<file path="src/rtl/disp_scan.sv">
// Four-digit multiplexed 7-segment scanner with per-frame input snapshot and anode guard time.
// Leading-zero blanking is compiled in only when DISP_SCAN_LZB_EN is defined.
module disp_scan #(
    parameter int REFRESH_DIV = 50000,
    parameter int GUARD       = 500
) (
    input  logic        CLK,
    input  logic        RST_N,
    input  logic        EN,
    input  logic [15:0] DIGITS,
    input  logic [3:0]  DP_MASK,
    input  logic        BLANK_LZ,
    output logic [3:0]  DIG_OUT,
    output logic        DP_OUT,
    output logic [3:0]  AN,
    output logic        SCAN_TICK
);

    localparam int            CW       = $clog2(REFRESH_DIV);
    localparam logic [CW-1:0] CNT_LAST = CW'(REFRESH_DIV - 1);

    logic [CW-1:0] cnt_q, cnt_d;
    logic [1:0]    idx_q, idx_d;
    logic [15:0]   snap_dig_q, snap_dig_d;
    logic [3:0]    snap_dp_q, snap_dp_d;
    logic [3:0]    dig_out_q, dig_out_d;
    logic          dp_out_q, dp_out_d;
    logic [3:0]    an_q, an_d;
    logic          tick_q, tick_d;
    logic [3:0]    blank_vec;

    // Slot/digit sequencing; the snapshot is refreshed only as a new frame begins.
    always_comb begin
        cnt_d      = cnt_q;
        idx_d      = idx_q;
        snap_dig_d = snap_dig_q;
        snap_dp_d  = snap_dp_q;
        if (EN) begin
            if (cnt_q == CNT_LAST) begin
                cnt_d = '0;
                idx_d = idx_q + 2'd1;
                if (idx_q == 2'd3) begin
                    snap_dig_d = DIGITS;
                    snap_dp_d  = DP_MASK;
                end
            end else begin
                cnt_d = cnt_q + 1'b1;
            end
        end
    end

`ifdef DISP_SCAN_LZB_EN
    logic snap_blz_q, snap_blz_d;

    always_comb begin
        snap_blz_d = snap_blz_q;
        if (EN && cnt_q == CNT_LAST && idx_q == 2'd3) begin
            snap_blz_d = BLANK_LZ;
        end
    end

    always_ff @(posedge CLK) begin
        if (!RST_N) begin
            snap_blz_q <= 1'b0;
        end else begin
            snap_blz_q <= snap_blz_d;
        end
    end

    // Digit gi is a leading zero when it and every digit to its left are zero.
    genvar gi;
    generate
        for (gi = 1; gi < 4; gi++) begin : g_lz
            assign blank_vec[gi] = snap_blz_d && !snap_dp_d[gi] && (snap_dig_d[15:4*gi] == '0);
        end
    endgenerate
    assign blank_vec[0] = 1'b0;
`else
    logic unused_blank_lz;
    assign unused_blank_lz = BLANK_LZ;
    assign blank_vec       = 4'b0000;
`endif

    // Outputs are computed from the next state so they track the new slot on its first cycle.
    always_comb begin
        dig_out_d = dig_out_q;
        dp_out_d  = dp_out_q;
        an_d      = 4'b1111;
        tick_d    = 1'b0;
        if (EN) begin
            dig_out_d = snap_dig_d[{idx_d, 2'b00} +: 4];
            dp_out_d  = ~snap_dp_d[idx_d];
            tick_d    = (cnt_d == '0);
            if (!(int'(cnt_d) < GUARD) && !blank_vec[idx_d]) begin
                an_d = ~(4'b0001 << idx_d);
            end
        end
    end

    always_ff @(posedge CLK) begin
        if (!RST_N) begin
            cnt_q      <= CNT_LAST;
            idx_q      <= 2'd3;
            snap_dig_q <= '0;
            snap_dp_q  <= '0;
            dig_out_q  <= 4'h0;
            dp_out_q   <= 1'b1;
            an_q       <= 4'b1111;
            tick_q     <= 1'b0;
        end else begin
            cnt_q      <= cnt_d;
            idx_q      <= idx_d;
            snap_dig_q <= snap_dig_d;
            snap_dp_q  <= snap_dp_d;
            dig_out_q  <= dig_out_d;
            dp_out_q   <= dp_out_d;
            an_q       <= an_d;
            tick_q     <= tick_d;
        end
    end

    assign DIG_OUT   = dig_out_q;
    assign DP_OUT    = dp_out_q;
    assign AN        = an_q;
    assign SCAN_TICK = tick_q;

endmodule

</file>
<file path="config.mk">
export PLATFORM = sky130hd
export DESIGN_NAME = disp_scan
export DESIGN_NICKNAME = d
export VERILOG_FILES = /design/src/rtl/disp_scan.sv
export SDC_FILE = /design/constraint.sdc
export NUM_CORES = 1
export LEC_CHECK = 0
export BUFFER_PORTS_ARGS = -buffer_cell sky130_fd_sc_hd__buf_2
export CORE_UTILIZATION = 59
export CTS_CLUSTER_SIZE = 20
export DETAILED_ROUTE_END_ITERATION = 10
export PLACE_DENSITY = 0.89
export SYNTH_ARGS = -nofsm -noshare
export SYNTH_HDL_FRONTEND = slang
export SYNTH_SLANG_ARGS = --single-unit
</file>
<file path="constraint.sdc">
create_clock -name CLK -period 4.75 [get_ports CLK]
set_input_delay 0.475 -clock CLK [delete_from_list [all_inputs] [get_ports CLK]]
set_output_delay 0.475 -clock CLK [all_outputs]
set_load 0.02 [all_outputs]
</file>
==> summary.md <==
| Metric | Value |
|---|---|
| Vias in the first global route | `roughly 2000` |
| Post-route antenna net violation count | `0` |
| Number of inserted diodes | `0` |
| Non-filler instance count after layout | `370` |
| Sequential fraction of the synthesis area | `36.23%` |
| CP peak stage delay | `510 ps` |
| Area Overhead vs Synth | `5.755%` |
| Crit path DAT | `2920 ps` |
| Buffers plus inverters on the worst setup path | `0` |
| Cell type of the slowest stage on the worst timing path | `sky130_fd_sc_hd__dfxtp_1` |
| Total die area | `between 4000 and 5000 um^2` |
| Post-cts sizing count | `0` |
| Achievable clock frequency | `367.7 MHz` |
| Area after DPL | `2708 um^2` |
| Commonest non-fill, non-tap cells in the layout | `48 x sky130_fd_sc_hd__dfxtp_1, 38 x sky130_fd_sc_hd__nand2_1, 32 x sky130_fd_sc_hd__buf_2` |
| Ratio of routed vias to standard cells | `5.927` |
| Share of the synthesized area in the top cell type | `between 30% and 40%` |
| Number of cells produced by synthesis | `303` |
| H-Tree Depth | `2` |
| Area share of xor/xnor cells in the synthesized design | `~5%` |
| Basic-gate share of the synthesized area counting and, or, nand and nor cells | `between 20% and 30%` |
| Crit-path cells | `ha_1 -> and4_1 -> and4_4 -> and2_4 -> mux2_2 -> a2bb2oi_1 -> a21oi_1` |
| Compound-cell area share of the yosys netlist | `roughly 14%` |
| Clk slew on worst S/H paths | `90 ps` |
| Final nets | `343` |
| Static leakage power | `0.001125 uW` |
| X dimension of the die | `69.05 um` |
| Time the final worst path needs with I/O delays and setup | `2720 ps` |
| DRC violation total after the first TritonRoute iteration | `between 200 and 250` |
| Placeable core area | `4324 um^2` |
| Setup bufs post-CTS | `0` |
| Clock tree from TritonCTS | `built` |
| Routed wire per std cell | `14.93 um` |
| Post-layout instance area | `between 2000 and 3000 um^2` |
| Share of flip-flops with an asynchronous set or reset | `0%` |
| Global router's overall resource usage | `24.21%` |
| Predominant post-synthesis flop cell | `sky130_fd_sc_hd__dfxtp_1` |
| Critical path start-end classification | `register to register` |
| Share of synthesized area spent on multiplexers | `10.28%` |
| Worst-Margin Slew | `about 630 ps` |
| Initial antenna violation count | `0` |
| Count of hold buffers inserted by post-cts repair | `0` |
| Crit end category | `register` |
| Max-Cap Viols | `0` |
| Synth top area cells | `sky130_fd_sc_hd__dfxtp_1 36%, sky130_fd_sc_hd__mux2i_1 7.2%, sky130_fd_sc_hd__nand2_1 5.4%` |
| Height of the die | `69.05 um` |
| Count of endpoints failing hold in the final timing report | `0` |
| Max IR drop VDD | `0.4014 mV` |
| Clock latency reported for the late side of the worst-skew pair | `310 ps` |
| Count of TritonRoute iterations in the first routing pass | `4` |
| Count of synthesis-stage warnings from yosys | `0` |
| Min-Delay Path Class | `input port to register` |
| Starting utilization of the core area | `61.34%` |
| Remaining max-slew budget at the tightest pin | `~57%` |
| Routability cong. | `0.8409` |
| Congestion Overflow GR | `0` |
| Worst-case setup margin in the final layout | `slightly above 2000 ps` |
| Cell area power density | `543.9 nW/um^2` |
| Maximum number of pins on one net before global-route repair | `23` |
| Max FO, Critical Path | `19` |
| Share of layout cells above drive strength 1 | `17.92%` |
| Post-synth EDFFs | `0` |
| Row cnt | `24` |
| PortBufs | `32` |
| Post-synth design cell area | `2653 um^2` |
| Maximum root-to-sink buffer count | `2` |
| Clock Skew | `8.518 ps` |
| Average cell area after synthesis | `8.754 um^2` |
| Clock root buffer master | `sky130_fd_sc_hd__clkbuf_8` |
| Number of distinct library cells after synthesis | `53` |
| Post-Place Worst Slack | `2019 ps` |
| Global-route wire length before repair | `9301 um` |
| Worst hold-check slack | `410.3 ps` |
| Synthesized netlist net count | `329` |
| Kind of cell adding the most delay to the critical path | `simple AND/OR/NAND/NOR gates` |
| CP Launch Type | `register` |
| Count of unresolved DRC violations after routing | `0` |
| Setup Total Neg Slack | `0 ps` |
| Setup repair after global routing missed its margin | `no` |
| Commonest non-fill, non-tap cell in the layout | `sky130_fd_sc_hd__dfxtp_1` |
| Dominant combinational cell family by area after synthesis | `simple AND/OR/NAND/NOR gates` |
| Final critical-path share of the clock period | `57.26%` |
| Post-DP HPWL | `3844 um` |
| Fillers | `381` |
| CTS sink count | `48` |
| Routed WL | `between 5000 and 6000 um` |
| Count of state elements after synthesis | `48` |
| Cell type contributing the most total cell area after synthesis | `sky130_fd_sc_hd__dfxtp_1` |
| Final Max Tran Viols | `0` |
| Adder and majority gate portion of the synthesized area | `0.9434%` |
| Vias after detailed routing | `2193` |
| Final setup violation count | `0` |
| Placed cells | `approximately 360` |
| Result of the run | `finished, final reports clean` |
| Req. time, crit path | `4950 ps` |
| I/O Pins | `34` |
| Total CTS buffers | `5` |
registers in the layout (all words and copies together), names as in the netlist:
| signal | flops |
|---|---|
| snap_dig_q | 16 |
| DIG_OUT | 4 |
| cnt_q | 16 |
| idx_q | 2 |
| AN | 4 |
| snap_dp_q | 4 |
| DP_OUT | 1 |
| SCAN_TICK | 1 |
worst min-delay path: stages:
cell and delay [ps]:
sky130_fd_sc_hd__buf_2 100, sky130_fd_sc_hd__nand2_1 50, sky130_fd_sc_hd__a21oi_1 50
through the flow:
stage               util, %  total power, uW
finish                64.87             1526
global route          64.87             1626
CTS                   64.87             1525
detailed placement    62.62             1264
global placement      62.62             1241
floorplan                 -             1170
final timing paths:
check | from | depth (start not counted) | slack (ps) | end
max | cnt_q[0]$_SDFF_PN1_ | 7 | 2030 | DIG_OUT[1]$_SDFFE_PN0P_
min | DIGITS[14] | 3 | 410 | snap_dig_q[14]$_SDFF_PN0_
max reg2reg | cnt_q[0]$_SDFF_PN1_ | 7 | 2030 | DIG_OUT[1]$_SDFFE_PN0P_
min reg2reg | snap_dp_q[2]$_SDFF_PN0_ | 2 | 460 | snap_dp_q[2]$_SDFF_PN0_
report_power, final:
part | leakage (uW) | internal [uW] | switching [uW] | total (uW)
logic | 0.000690 | 293 | 366 | 659
registers | 0.000391 | 494 | 116 | 610
clock network | 0.0000434 | 118 | 139 | 257
total | 0.00112 | 904 | 621 | 1530
Yosys cell counts, types with 7 or more instances:
library cell / number
sky130_fd_sc_hd__nand3_1: 9
sky130_fd_sc_hd__nor2_1: 26
sky130_fd_sc_hd__and2_1: 7
sky130_fd_sc_hd__nand4_1: 10
sky130_fd_sc_hd__nand2_1: 38
sky130_fd_sc_hd__dfxtp_1: 48
sky130_fd_sc_hd__xnor2_1: 8
sky130_fd_sc_hd__xor2_1: 7
sky130_fd_sc_hd__mux2i_1: 19
sky130_fd_sc_hd__clkbuf_1: 9
sky130_fd_sc_hd__a21oi_1: 19
sky130_fd_sc_hd__o21ai_0: 15
cells by family (layout without fill, tap and decap cells):
family | count (synthesis) | after routing
buffers and inverters | 30 | 45
muxes | 25 | 25
AOI/OAI and AO/OA | 58 | 58
xor gates and xnor gates | 15 | 15
DFF | 48 | 48
adders and majority gates | 2 | 2
and+or+nand+nor | 125 | 125
layout make-up:
class	instances	area [um^2]	share of cell area, %
timing repair buffer	32	160.2	5.709
tap	52	65.06	2.319
multi-input combinational	225	1503	53.57
inverter	5	18.77	0.6690
clock inverter	2	15.01	0.5352
clock buffer	6	82.58	2.944
sequential	48	960.9	34.26
per-layer routing:
metal | global-route usage, % | vias up | routed length (um)
li1 | - | 1101 | -
met1 | 31.88 | 1019 | 2510
met2 | 38.83 | 62 | 2621
met3 | 3.947 | 11 | 278
met4 | 11.11 | 0 | 114
met5 | 0 | - | 0
(Power assumes the default switching activity.)
